File: config.mk
export PLATFORM = sky130hd
export DESIGN_NAME = rotate_detect_32_flat
export DESIGN_NICKNAME = d
export VERILOG_FILES = /design/src/rtl/rotate_detect_32_if.sv /design/src/rtl/rotate_detect_32.sv /design/src/flat_wrapper.sv
export SDC_FILE = /design/constraint.sdc
export NUM_CORES = 1
export LEC_CHECK = 0
export ABC_AREA = 1
export BUFFER_PORTS_ARGS = -buffer_cell sky130_fd_sc_hd__buf_2
export CAP_MARGIN = 20
export CORE_MARGIN = 5
export CORE_UTILIZATION = 25
export CTS_CLUSTER_DIAMETER = 60
export DETAILED_ROUTE_END_ITERATION = 12
export PLACE_DENSITY = 0.39
export SKIP_CTS_REPAIR_TIMING = 1
export SLEW_MARGIN = 20
export SYNTH_ARGS = -nofsm -noshare
export SYNTH_HDL_FRONTEND = slang
export SYNTH_SLANG_ARGS = --single-unit
File: constraint.sdc
create_clock -name clk -period 3.2 [get_ports clk]
set_input_delay 0.48 -clock clk [delete_from_list [all_inputs] [get_ports clk]]
set_output_delay 0.48 -clock clk [all_outputs]
set_load 0.01 [all_outputs]
File: src/rtl/rotate_detect_32_if.sv
// Handshake and data bundle for rotate_detect_32.
//   start  : request a search (sampled only while idle)
//   D, R   : original and rotated words, captured on accepted start
//   LorR   : search direction, 0 = left, 1 = right
//   busy   : search in progress (any state other than idle)
//   done   : one-cycle completion pulse
//   found  : last search matched; held until the next completion
//   amount : smallest matching rotation amount; held until the next completion
interface rotate_detect_32_if;
   logic        start;
   logic [31:0] D;
   logic [31:0] R;
   logic        LorR;
   logic        busy;
   logic        done;
   logic        found;
   logic [4:0]  amount;

   modport master (
      output start, D, R, LorR,
      input  busy, done, found, amount
   );

   modport slave (
      input  start, D, R, LorR,
      output busy, done, found, amount
   );
endinterface

File: src/rtl/rotate_detect_32.sv
// rotate_detect_32: sequential inverse of the 32-bit rotator. Searches the
// rotation amount (0-31) in the requested direction that maps D onto R,
// testing one amount per cycle and reporting the smallest match.
// Ports:
//   clk   : system clock, rising edge
//   reset : asynchronous active-low reset
//   bus   : rotate_detect_32_if slave (start/D/R/LorR in; busy/done/found/amount out)
module rotate_detect_32 (
   input  logic              clk,
   input  logic              reset,
   rotate_detect_32_if.slave bus
);

   localparam int unsigned DATA_W = 32;
   localparam int unsigned AMT_W  = 5;
   localparam logic [AMT_W-1:0] CNT_LAST = AMT_W'(DATA_W - 1);

   typedef enum logic [1:0] {
      ST_IDLE   = 2'd0,
      ST_SEARCH = 2'd1,
      ST_DONE   = 2'd2
   } state_t;

   state_t            r_state;
   logic [DATA_W-1:0] r_w;
   logic [DATA_W-1:0] r_t;
   logic              r_dir;
   logic [AMT_W-1:0]  r_cnt;
   logic              r_busy;
   logic              r_done;
   logic              r_found;
   logic [AMT_W-1:0]  r_amount;

   logic [DATA_W-1:0] w_rot1;
   logic              w_match;

   // Single-step rotation of the work word in the captured direction
   assign w_rot1  = r_dir ? {r_w[0], r_w[DATA_W-1:1]}
                          : {r_w[DATA_W-2:0], r_w[DATA_W-1]};
   assign w_match = (r_w == r_t);

   // Search controller; busy/done are registered alongside the state
   always_ff @(posedge clk or negedge reset) begin
      if (!reset) begin
         r_state  <= ST_IDLE;
         r_w      <= '0;
         r_t      <= '0;
         r_dir    <= 1'b0;
         r_cnt    <= '0;
         r_busy   <= 1'b0;
         r_done   <= 1'b0;
         r_found  <= 1'b0;
         r_amount <= '0;
      end else begin
         case (r_state)
            ST_IDLE: begin
               r_done <= 1'b0;
               if (bus.start) begin
                  r_w     <= bus.D;
                  r_t     <= bus.R;
                  r_dir   <= bus.LorR;
                  r_cnt   <= '0;
                  r_busy  <= 1'b1;
                  r_state <= ST_SEARCH;
               end
            end
            ST_SEARCH: begin
               // Match is checked before the exhaustion limit so that a
               // match at amount 31 is still reported as found.
               if (w_match) begin
                  r_amount <= r_cnt;
                  r_found  <= 1'b1;
                  r_done   <= 1'b1;
                  r_state  <= ST_DONE;
               end else if (r_cnt == CNT_LAST) begin
                  r_amount <= '0;
                  r_found  <= 1'b0;
                  r_done   <= 1'b1;
                  r_state  <= ST_DONE;
               end else begin
                  r_w   <= w_rot1;
                  r_cnt <= r_cnt + AMT_W'(1);
               end
            end
            ST_DONE: begin
               r_done  <= 1'b0;
               r_busy  <= 1'b0;
               r_state <= ST_IDLE;
            end
            default: begin
               r_done  <= 1'b0;
               r_busy  <= 1'b0;
               r_state <= ST_IDLE;
            end
         endcase
      end
   end

   assign bus.busy   = r_busy;
   assign bus.done   = r_done;
   assign bus.found  = r_found;
   assign bus.amount = r_amount;

endmodule

File: src/flat_wrapper.sv
// flat-port wrapper written by rule: the top's interface ports become plain ports
module rotate_detect_32_flat 
  (clk, reset, bus_start, bus_D, bus_R, bus_LorR, bus_busy, bus_done, bus_found, bus_amount);
  rotate_detect_32_if bus_i ();
  input  logic clk;
  input  logic reset;
  input wire logic [$bits(bus_i.start)-1:0] bus_start;
  input wire logic [$bits(bus_i.D)-1:0] bus_D;
  input wire logic [$bits(bus_i.R)-1:0] bus_R;
  input wire logic [$bits(bus_i.LorR)-1:0] bus_LorR;
  output wire logic [$bits(bus_i.busy)-1:0] bus_busy;
  output wire logic [$bits(bus_i.done)-1:0] bus_done;
  output wire logic [$bits(bus_i.found)-1:0] bus_found;
  output wire logic [$bits(bus_i.amount)-1:0] bus_amount;
  assign bus_i.start = bus_start;
  assign bus_i.D = bus_D;
  assign bus_i.R = bus_R;
  assign bus_i.LorR = bus_LorR;
  assign bus_busy = bus_i.busy;
  assign bus_done = bus_i.done;
  assign bus_found = bus_i.found;
  assign bus_amount = bus_i.amount;
  rotate_detect_32 u_core (.clk(clk), .reset(reset), .bus(bus_i));
endmodule
==> impl_metrics.ini, run 1 <==
[routing]
wl_per_cell_um = 14.4
via_count = 3636
drc_errors = 0
drt_iter0_drc = 173
wirelength_um = 11900
firstDrtPassIters = 4
ant_nets = 0
vias_per_cell = 4.41

[global_routing]
grt_pass1_wl_um = 19700
grt_pass1_vias = 3790
antenna_found_initial = 0
grt_max_degree = 81
grt-ovfl-total = 0
track_usage = 0.126

[hold_path]
hp-class = in -> async

[cells_and_area]
drive_gt1_frac = 0.210
n_fill_cell = 1822
area_delta_synth_final_pct = 20.0
fin_util = 0.305
antenna_cells = 0
nets = 669

[worst_setup_path]
path_class = reg -> reg
critical_path.startpoint = u_core.r_w[8]
start_kind = flop
end_kind = flop
timing.rr.end = u_core.bus.found
r2r_cells = 11
crit_required_ns = 3.43
ff2ff_setup_slack_ns = 1.08
worstReg2RegStart = u_core.r_w[8]
crit_arrival_ns = 2.35
cp_max_fo = 38

[timing]
rsz0062_at_grt = false
setup_viol = 0
fin_skew_ns = 0.00719
whs_ns = 0.176
worst_pin_slew_ns = 0.774
fin_tns_setup_ns = 0
fin_crit_ns = 2.12
relSlewSlack = 0.484
setup_ws_ns = 1.08
fmax_mhz = 472
finalHoldViolations = 0
finalCritPeriodShare = 0.661
slew_viol_final = 0

[synth]
yosysWarnings = 0
synth_area_per_cell_sq_um = 7.90
synth_top_area_share = 0.474
synthTopCellsByCount = nand2_1, dfrtp_1, o21ai_0, nor2_1, nand3_1
synth_ff_type = dfrtp_1
synth_cell_types = 19
synthTopCellsByArea = dfrtp_1, nand2_1, o21ai_0
synth_compound_area_frac = 0.0889
synthAdderAreaFrac = 0.00593
netlist_area_sq_mm = 0.00422
synth_seq_area_share = 0.474
synthArstFlopShare = 1.00
synthMuxAreaShare = 0.0614
synth-simple-area-share = 0.265
synth-edff-count = 0
syn_inst = 534
synth_top_family_by_area = simple AND/OR/NAND/NOR gates
synth_xor_area_frac = 0.0498
synth_nets = 604
yosys.area.top_type = dfrtp_1
yosys_register_bits = 80
synth_most_common_cell = nand2_1

[pwr]
p_switching_mw = 2.21
vdd_drop_max_uv = 472
fin_total_pwr_mw = 5.17
p_seq_frac = 0.372
p_leak_nw = 2.52
p_int_mw = 2.95
pwr_density_cell_mw_per_mm2 = 1020
p_sw_frac = 0.428
clkPwrFrac = 0.184
combPwrFrac = 0.444

[placement]
hpwl_um = 7740
gp_congestion = 0.767
dp_slack_ns = 1.05
portBuffers = 75

[run]
maxCapViolCount = 0

[cts]
clkLatencyLatePin_ns = 0.34
htreeDepth = 3
cts_max_path_buffers = 2
cts_tree = built
cts.sinks = 80
numCtsBuffers = 9
clk_pin_slew_worst_paths_ns = 0.06
cts-root-buf = clkbuf_16

[status]
status = finished, final reports clean

[die]
die_x_um = 140
ios = 76
fp.dieH_um = 140
coreArea_sq_mm = 0.0166
placementRows = 47
floorplan.initialDensity = 0.254
die_area_sq_mm = 0.0196
[critical path, stage by stage, from the launching register on]
cell and delay, ns:
dfrtp_1 0.42, xnor2_1 0.17, nand2_1 0.07, nor2_1 0.13, nand2_1 0.11, nor2_1 0.15
nand2_2 0.12, nand2_2 0.09, buf_4 0.39, nand2_2 0.20, nand2_1 0.10, nand2_1 0.05
[metal layers]
layer,GRT usage,wire length [um]
met1,0.171,5650
met2,0.196,5480
met3,0.0375,621
met4,0.0331,118
met5,0,0
[through the flow]
step,cell area [sq um],instances
floorplan,4220,534
global placement,4790,808
detailed placement,4790,808
CTS,5060,824
global route,5060,824
finish,5060,824
[cell type report]
class                      count  area (sq um)  area share
clock inverter                 4          20.0     0.00395
inverter                      25          93.8      0.0185
tap                          220           275      0.0543
sequential                    80          2000       0.395
timing repair buffer          82           434      0.0857
multi-input combinational    401          1990       0.394
clock buffer                  12           246      0.0487
[power groups by stage]
stage,clock network (mW),logic [mW],registers [mW]
6_report,0.950,2.29,1.92
5_1_grt,1.04,2.67,1.99
4_1_cts,0.998,2.35,1.93
3_5_place_dp,0,2.34,1.94
3_3_place_gp,0,2.32,1.93
2_1_floorplan,0,1.84,1.81
[cells by family (layout without fill, tap and decap cells)]
group,Yosys count,count (layout)
simple gates,277,277
flops,80,80
compound gates,75,75
buf+inv,53,123
xor+xnor,24,24
mux,23,23
fa+ha+maj,2,2
[flip-flops by register name, indices dropped and copies added, names as in the netlist]
name and cells:
u_core.r_t 32, u_core.r_w 32, u_core.bus.amount 5, u_core.r_cnt 5, u_core.r_state 2, u_core.bus.busy 1
u_core.bus.done 1, u_core.bus.found 1, u_core.r_dir 1
[layout by cell type, fill, tap and decap left out, drive strengths merged]
cell type / n
a21oi: 10
buf: 82
clkbuf: 12
clkinv: 4
dfrtp: 80
ha: 2
inv: 25
mux2: 23
nand2: 171
nand3: 46
nand3b: 1
nor2: 59
o21ai: 65
xnor2: 23
xor2: 1
[worst max-delay path by stage]
stage / cells after the start / slack, ns / endpoint
3_5_place_dp: 11 / 1.05 / u_core.bus.found
3_3_place_gp: 11 / 1.09 / u_core.bus.amount[4]
6_report: 11 / 1.08 / u_core.bus.found
5_1_grt: 11 / 0.79 / u_core.bus.found
4_1_cts: 11 / 1.05 / u_core.bus.found
2_1_floorplan: 10 / 1.56 / u_core.r_w[10]
No activity file was read; power rests on OpenSTA's default activity.
==> run 2: changes to the inputs <==
--- a/config.mk
+++ b/config.mk
@@ -5,14 +5,14 @@
 export SDC_FILE = /design/constraint.sdc
 export NUM_CORES = 1
 export LEC_CHECK = 0
-export ABC_AREA = 1
+export ABC_AREA = 0
 export BUFFER_PORTS_ARGS = -buffer_cell sky130_fd_sc_hd__buf_2
 export CAP_MARGIN = 20
 export CORE_MARGIN = 5
 export CORE_UTILIZATION = 25
 export CTS_CLUSTER_DIAMETER = 60
 export DETAILED_ROUTE_END_ITERATION = 12
-export PLACE_DENSITY = 0.39
+export PLACE_DENSITY = 0.41
 export SKIP_CTS_REPAIR_TIMING = 1
 export SLEW_MARGIN = 20
 export SYNTH_ARGS = -nofsm -noshare
==> constraint.sdc (replaced) <==
create_clock -name clk -period 1.9 [get_ports clk]
set_input_delay 0.285 -clock clk [delete_from_list [all_inputs] [get_ports clk]]
set_output_delay 0.285 -clock clk [all_outputs]
set_load 0.01 [all_outputs]
==> impl_metrics.ini, run 2 <==
[status]
status = finished with violations
violations = hold timing, setup timing

[placement]
place_inst = 742
gp_congestion = 0.742
portBuffers = 75
hpwl_um = 8800
dp_slack_ns = -0.297

[synth]
synth_most_common_cell = nand2_1
synth_xor_area_frac = 0.0662
syn_inst = 415
synth_ff_type = dfrtp_1
yosys_register_bits = 80
synth_cell_types = 33
synth_nets = 485
synthArstFlopShare = 1.00
synth_compound_area_frac = 0.0674
synth_seq_area_share = 0.473
synth-simple-area-share = 0.158
synth_top_family_by_area = multiplexers
synthTopCellsByArea = dfrtp_1, nand2_1, mux2_4
yosysWarnings = 0
netlist_area_sq_mm = 0.00424
synth-edff-count = 0
synthTopCellsByCount = nand2_1, dfrtp_1, o21ai_0, mux2i_1, xnor2_1
synthMuxAreaShare = 0.192
synth_top_area_share = 0.473
synth_area_per_cell_sq_um = 10.2
synthAdderAreaFrac = 0.00591
yosys.area.top_type = dfrtp_1

[timing]
setup_ws_ns = -0.245
fin_skew_ns = 0.00603
relSlewSlack = 0.619
setup_viol = 43
finalHoldViolations = 25
fin_crit_ns = 2.15
slew_viol_final = 0
finalCritPeriodShare = 1.13
fmax_mhz = 466
whs_ns = -0.0438
worst_pin_slew_ns = 0.572
rsz0062_at_grt = true

[routing]
via_count = 3279
wirelength_um = 12500
ant_nets = 0
drc_errors = 0
wl_per_cell_um = 16.3
drt_iter0_drc = 134
firstDrtPassIters = 4
vias_per_cell = 4.29

[global_routing]
grt_max_degree = 81
antenna_found_initial = 0
grt_pass1_vias = 3593
grt_pass1_wl_um = 19900
track_usage = 0.129
grt-ovfl-total = 0

[cts]
cts.sinks = 80
cts_tree = built
clkLatencyLatePin_ns = 0.34
cts_max_path_buffers = 2
htreeDepth = 3
clk_pin_slew_worst_paths_ns = 0.06
numCtsBuffers = 9
cts-root-buf = clkbuf_16

[cells_and_area]
final_common_cell = nand2_1
final_cell_mix = nand2_1, dfrtp_1, buf_2
n_fill_cell = 1757
final_cells = 764
nets = 609
largest_registers = u_core.r_t x32, u_core.r_w x32
drive_gt1_frac = 0.390
area_delta_synth_final_pct = 36.1
antenna_cells = 0

[pwr]
fin_total_pwr_mw = 10.9
vdd_drop_max_uv = 619
pwr_density_cell_mw_per_mm2 = 1880
p_leak_nw = 2.85

[worst_setup_path]
path_class = reg -> reg
cpPeakStageDelay_ns = 0.41
crit_arrival_ns = 2.37
ff2ff_setup_slack_ns = -0.25
path_cells = xnor2_2 > nand4_4 > nor4_4 > and2_4 > o31ai_4 > buf_12 > mux2_4
crit_required_ns = 2.13
start_kind = flop
worst_path_max_delay_cell = dfrtp_1
cp_max_fo = 13
end_kind = flop

[die]
die_area_sq_mm = 0.0196
floorplan.initialDensity = 0.255
die_x_um = 140
coreArea_sq_mm = 0.0166
fp.dieH_um = 140
ios = 76
placementRows = 47

[run]
maxCapViolCount = 0

[hold_path]
hp-class = in -> async
[run 2: changes by cell type after synthesis, sizes merged, moves of 3 or more]
cell / before / now
nand2: 171 / 135
o21ai: 65 / 37
inv: 25 / 6
nand3: 46 / 2
mux2i: 0 / 35
nand4: 0 / 8
clkbuf: 17 / 13
nor2: 59 / 2
mux2: 23 / 32
buf: 11 / 8
a21oi: 10 / 0
a22o: 0 / 5
xnor2: 23 / 32
dlygate4sd1: 0 / 3
[run 2: cells by family after synthesis]
| family | after synthesis |
|---|---|
| buffers and inverters | 30 |
| muxes | 67 |
| and+or+nand+nor | 157 |
| xor gates and xnor gates | 32 |
| AOI/OAI and AO/OA | 47 |
| adders and majority gates | 2 |
| DFF | 80 |
[run 2: worst paths after layout]
kind	cells after the start	from	to
max in group asynchronous	2	reset	u_core.r_t[5]
worst max register to register	7	u_core.r_w[5]	u_core.r_w[29]
min in group clk	3	bus_R[17]	u_core.r_t[17]
worst max-delay path	7	u_core.r_w[5]	u_core.r_w[29]
worst min-delay path	2	reset	u_core.bus.amount[0]
worst min register to register	1	u_core.bus.found	u_core.bus.found
[run 2: metrics by stage]
step / utilization / cell area [sq um] / TNS [ns]
2_1_floorplan: - / 4260 / -0.944
3_3_place_gp: 0.316 / 5240 / -10.04
3_5_place_dp: 0.316 / 5240 / -11.61
4_1_cts: 0.336 / 5560 / -12.76
5_1_grt: 0.348 / 5760 / -10.32
6_report: 0.348 / 5760 / -7.79
[run 2: critical path: cells and delay by family (launching register included)]
kind,cells,cell delay [ns]
buf+inv,1,0.20
simple gates,3,0.72
compound gates,1,0.12
mux,1,0.30
flops,1,0.41
xor+xnor,1,0.27
[run 2: final cells by class]
class / instances / area, sq um / area share
clock inverter: 5 / 80.1 / 0.0139
timing repair buffer: 137 / 918 / 0.159
multi-input combinational: 305 / 2220 / 0.386
sequential: 80 / 2000 / 0.347
inverter: 6 / 22.5 / 0.00391
clock buffer: 11 / 243 / 0.0421
tap: 220 / 275 / 0.0478
[run 2: report_power, final]
part,switching [mW],total [mW],internal (mW)
combinational,2.57,5.81,3.24
sequential,0.634,3.14,2.50
clock,0.732,1.92,1.19
total,3.93,10.9,6.93
[run 2: routing by layer]
layer | global-route usage | share of wire | up-vias
met5 | 0 | 0 | -
met3 | 0.0399 | 0.041 | 13
met1 | 0.178 | 0.48 | 1576
met4 | 0.0306 | 0.014 | 0
met2 | 0.200 | 0.47 | 60
li1 | - | - | 1630
==> run 3: changes to the inputs <==
--- a/config.mk
+++ b/config.mk
@@ -13,6 +13,7 @@
 export CTS_CLUSTER_DIAMETER = 60
 export DETAILED_ROUTE_END_ITERATION = 12
 export PLACE_DENSITY = 0.41
+export RECOVER_POWER = 100
 export SKIP_CTS_REPAIR_TIMING = 1
 export SLEW_MARGIN = 20
 export SYNTH_ARGS = -nofsm -noshare
==> impl_metrics.ini, run 3 (same netlist as run 2, synthesis figures left out) <==
[routing]
via_count = 3293
drt_iter0_drc = 126
wirelength_um = 12400
firstDrtPassIters = 4
ant_nets = 0
drc_errors = 0
vias_per_cell = 4.31
wl_per_cell_um = 16.2

[global_routing]
grt_pass1_wl_um = 19900
track_usage = 0.129
antenna_found_initial = 0
grt_max_degree = 81
grt-ovfl-total = 0
grt_pass1_vias = 3593

[cells_and_area]
nets = 609
fin_area_sq_mm = 0.00574
drive_gt1_frac = 0.373
final_common_cell = nand2_1
multi_input_area_sq_mm = 0.00222
largest_registers = u_core.r_t x32, u_core.r_w x32
fin_util = 0.346
n_fill_cell = 1767
final_cell_mix = nand2_1, dfrtp_1, buf_2
final_cells = 764
antenna_cells = 0
ff_latch_area_sq_mm = 0.00200
area_delta_synth_final_pct = 35.4

[run]
maxCapViolCount = 0

[status]
violations = setup timing
status = finished with violations

[cts]
cts.sinks = 80
cts_tree = built
htreeDepth = 3
clk_pin_slew_worst_paths_ns = 0.06
numCtsBuffers = 9
cts_max_path_buffers = 2
cts-root-buf = clkbuf_16
clkLatencyLatePin_ns = 0.34

[worst_setup_path]
timing.rr.end = u_core.r_w[29]
path_class = reg -> reg
end_kind = flop
critical_path.startpoint = u_core.r_w[5]
crit_end = u_core.r_w[29]
path_cells = xnor2_2 > nand4_4 > nor4_4 > and2_4 > o31ai_4 > buf_12 > mux2_4
start_kind = flop
cpPeakStageDelay_ns = 0.41
worst_path_max_delay_cell = dfrtp_1
ff2ff_setup_slack_ns = -0.25
crit_required_ns = 2.13
r2r_cells = 7
crit_arrival_ns = 2.38
worstReg2RegStart = u_core.r_w[5]
cp_max_fo = 13

[timing]
finalHoldViolations = 0
relSlewSlack = 0.218
setup_viol = 43
rsz0062_at_grt = true
fin_tns_setup_ns = -8.03
fin_crit_ns = 2.15
fmax_mhz = 465
finalCritPeriodShare = 1.13
setup_ws_ns = -0.251
slew_viol_final = 0
whs_ns = 0.128
worst_pin_slew_ns = 1.17
fin_skew_ns = 0.00680

[placement]
portBuffers = 75
placed_cell_area_sq_mm = 0.00524
dp_slack_ns = -0.297
hpwl_um = 8800
gp_congestion = 0.742
place_inst = 742

[die]
fp.dieH_um = 140
coreArea_sq_mm = 0.0166
ios = 76
placementRows = 47
die_x_um = 140
die_area_sq_mm = 0.0196
floorplan.initialDensity = 0.255

[pwr]
p_leak_nw = 2.81
vdd_drop_max_uv = 620
fin_total_pwr_mw = 10.8
pwr_density_cell_mw_per_mm2 = 1890

[hold_path]
hp-class = in -> reg
run 3: final cells by class:
class / instances / area share
clock buffer: 11 / 0.0423
sequential: 80 / 0.349
clock inverter: 5 / 0.0140
timing repair buffer: 137 / 0.155
tap: 220 / 0.0480
multi-input combinational: 305 / 0.388
inverter: 6 / 0.00393
run 3: worst max-delay path, delay by kind of cell (launching register included):
| family | cells | cell delay (ns) |
|---|---|---|
| AND/OR/NAND/NOR | 3 | 0.72 |
| buffers and inverters | 1 | 0.20 |
| multiplexers | 1 | 0.30 |
| XOR/XNOR | 1 | 0.27 |
| flip-flops | 1 | 0.41 |
| AO/OA/AOI/OAI | 1 | 0.12 |
run 3: metal layers:
layer / routed length (um) / GRT usage
met3: 491 / 0.0399
met2: 5810 / 0.200
met5: 0 / 0
met1: 5920 / 0.178
met4: 173 / 0.0306
run 3: worst min-delay path by stage:
stage                     startpoint                    to  slack, ns  cells after the start
after global routing       bus_R[25]        u_core.r_t[25]       0.12                      3
after floorplan                reset  u_core.bus.amount[0]      -0.01                      0
after global placement         reset  u_core.bus.amount[1]       0.36                      2
after detailed placement       reset       u_core.r_cnt[0]       0.36                      2
final                      bus_R[17]        u_core.r_t[17]       0.13                      3
after CTS                      reset  u_core.bus.amount[0]      -0.02                      2
run 3: power breakdown:
group / switching, mW / leakage, nW / internal, mW / total [mW]
sequential: 0.637 / 0.997 / 2.50 / 3.14
combinational: 2.57 / 1.66 / 3.23 / 5.80
clock: 0.725 / 0.152 / 1.19 / 1.91
total: 3.93 / 2.81 / 6.91 / 10.8
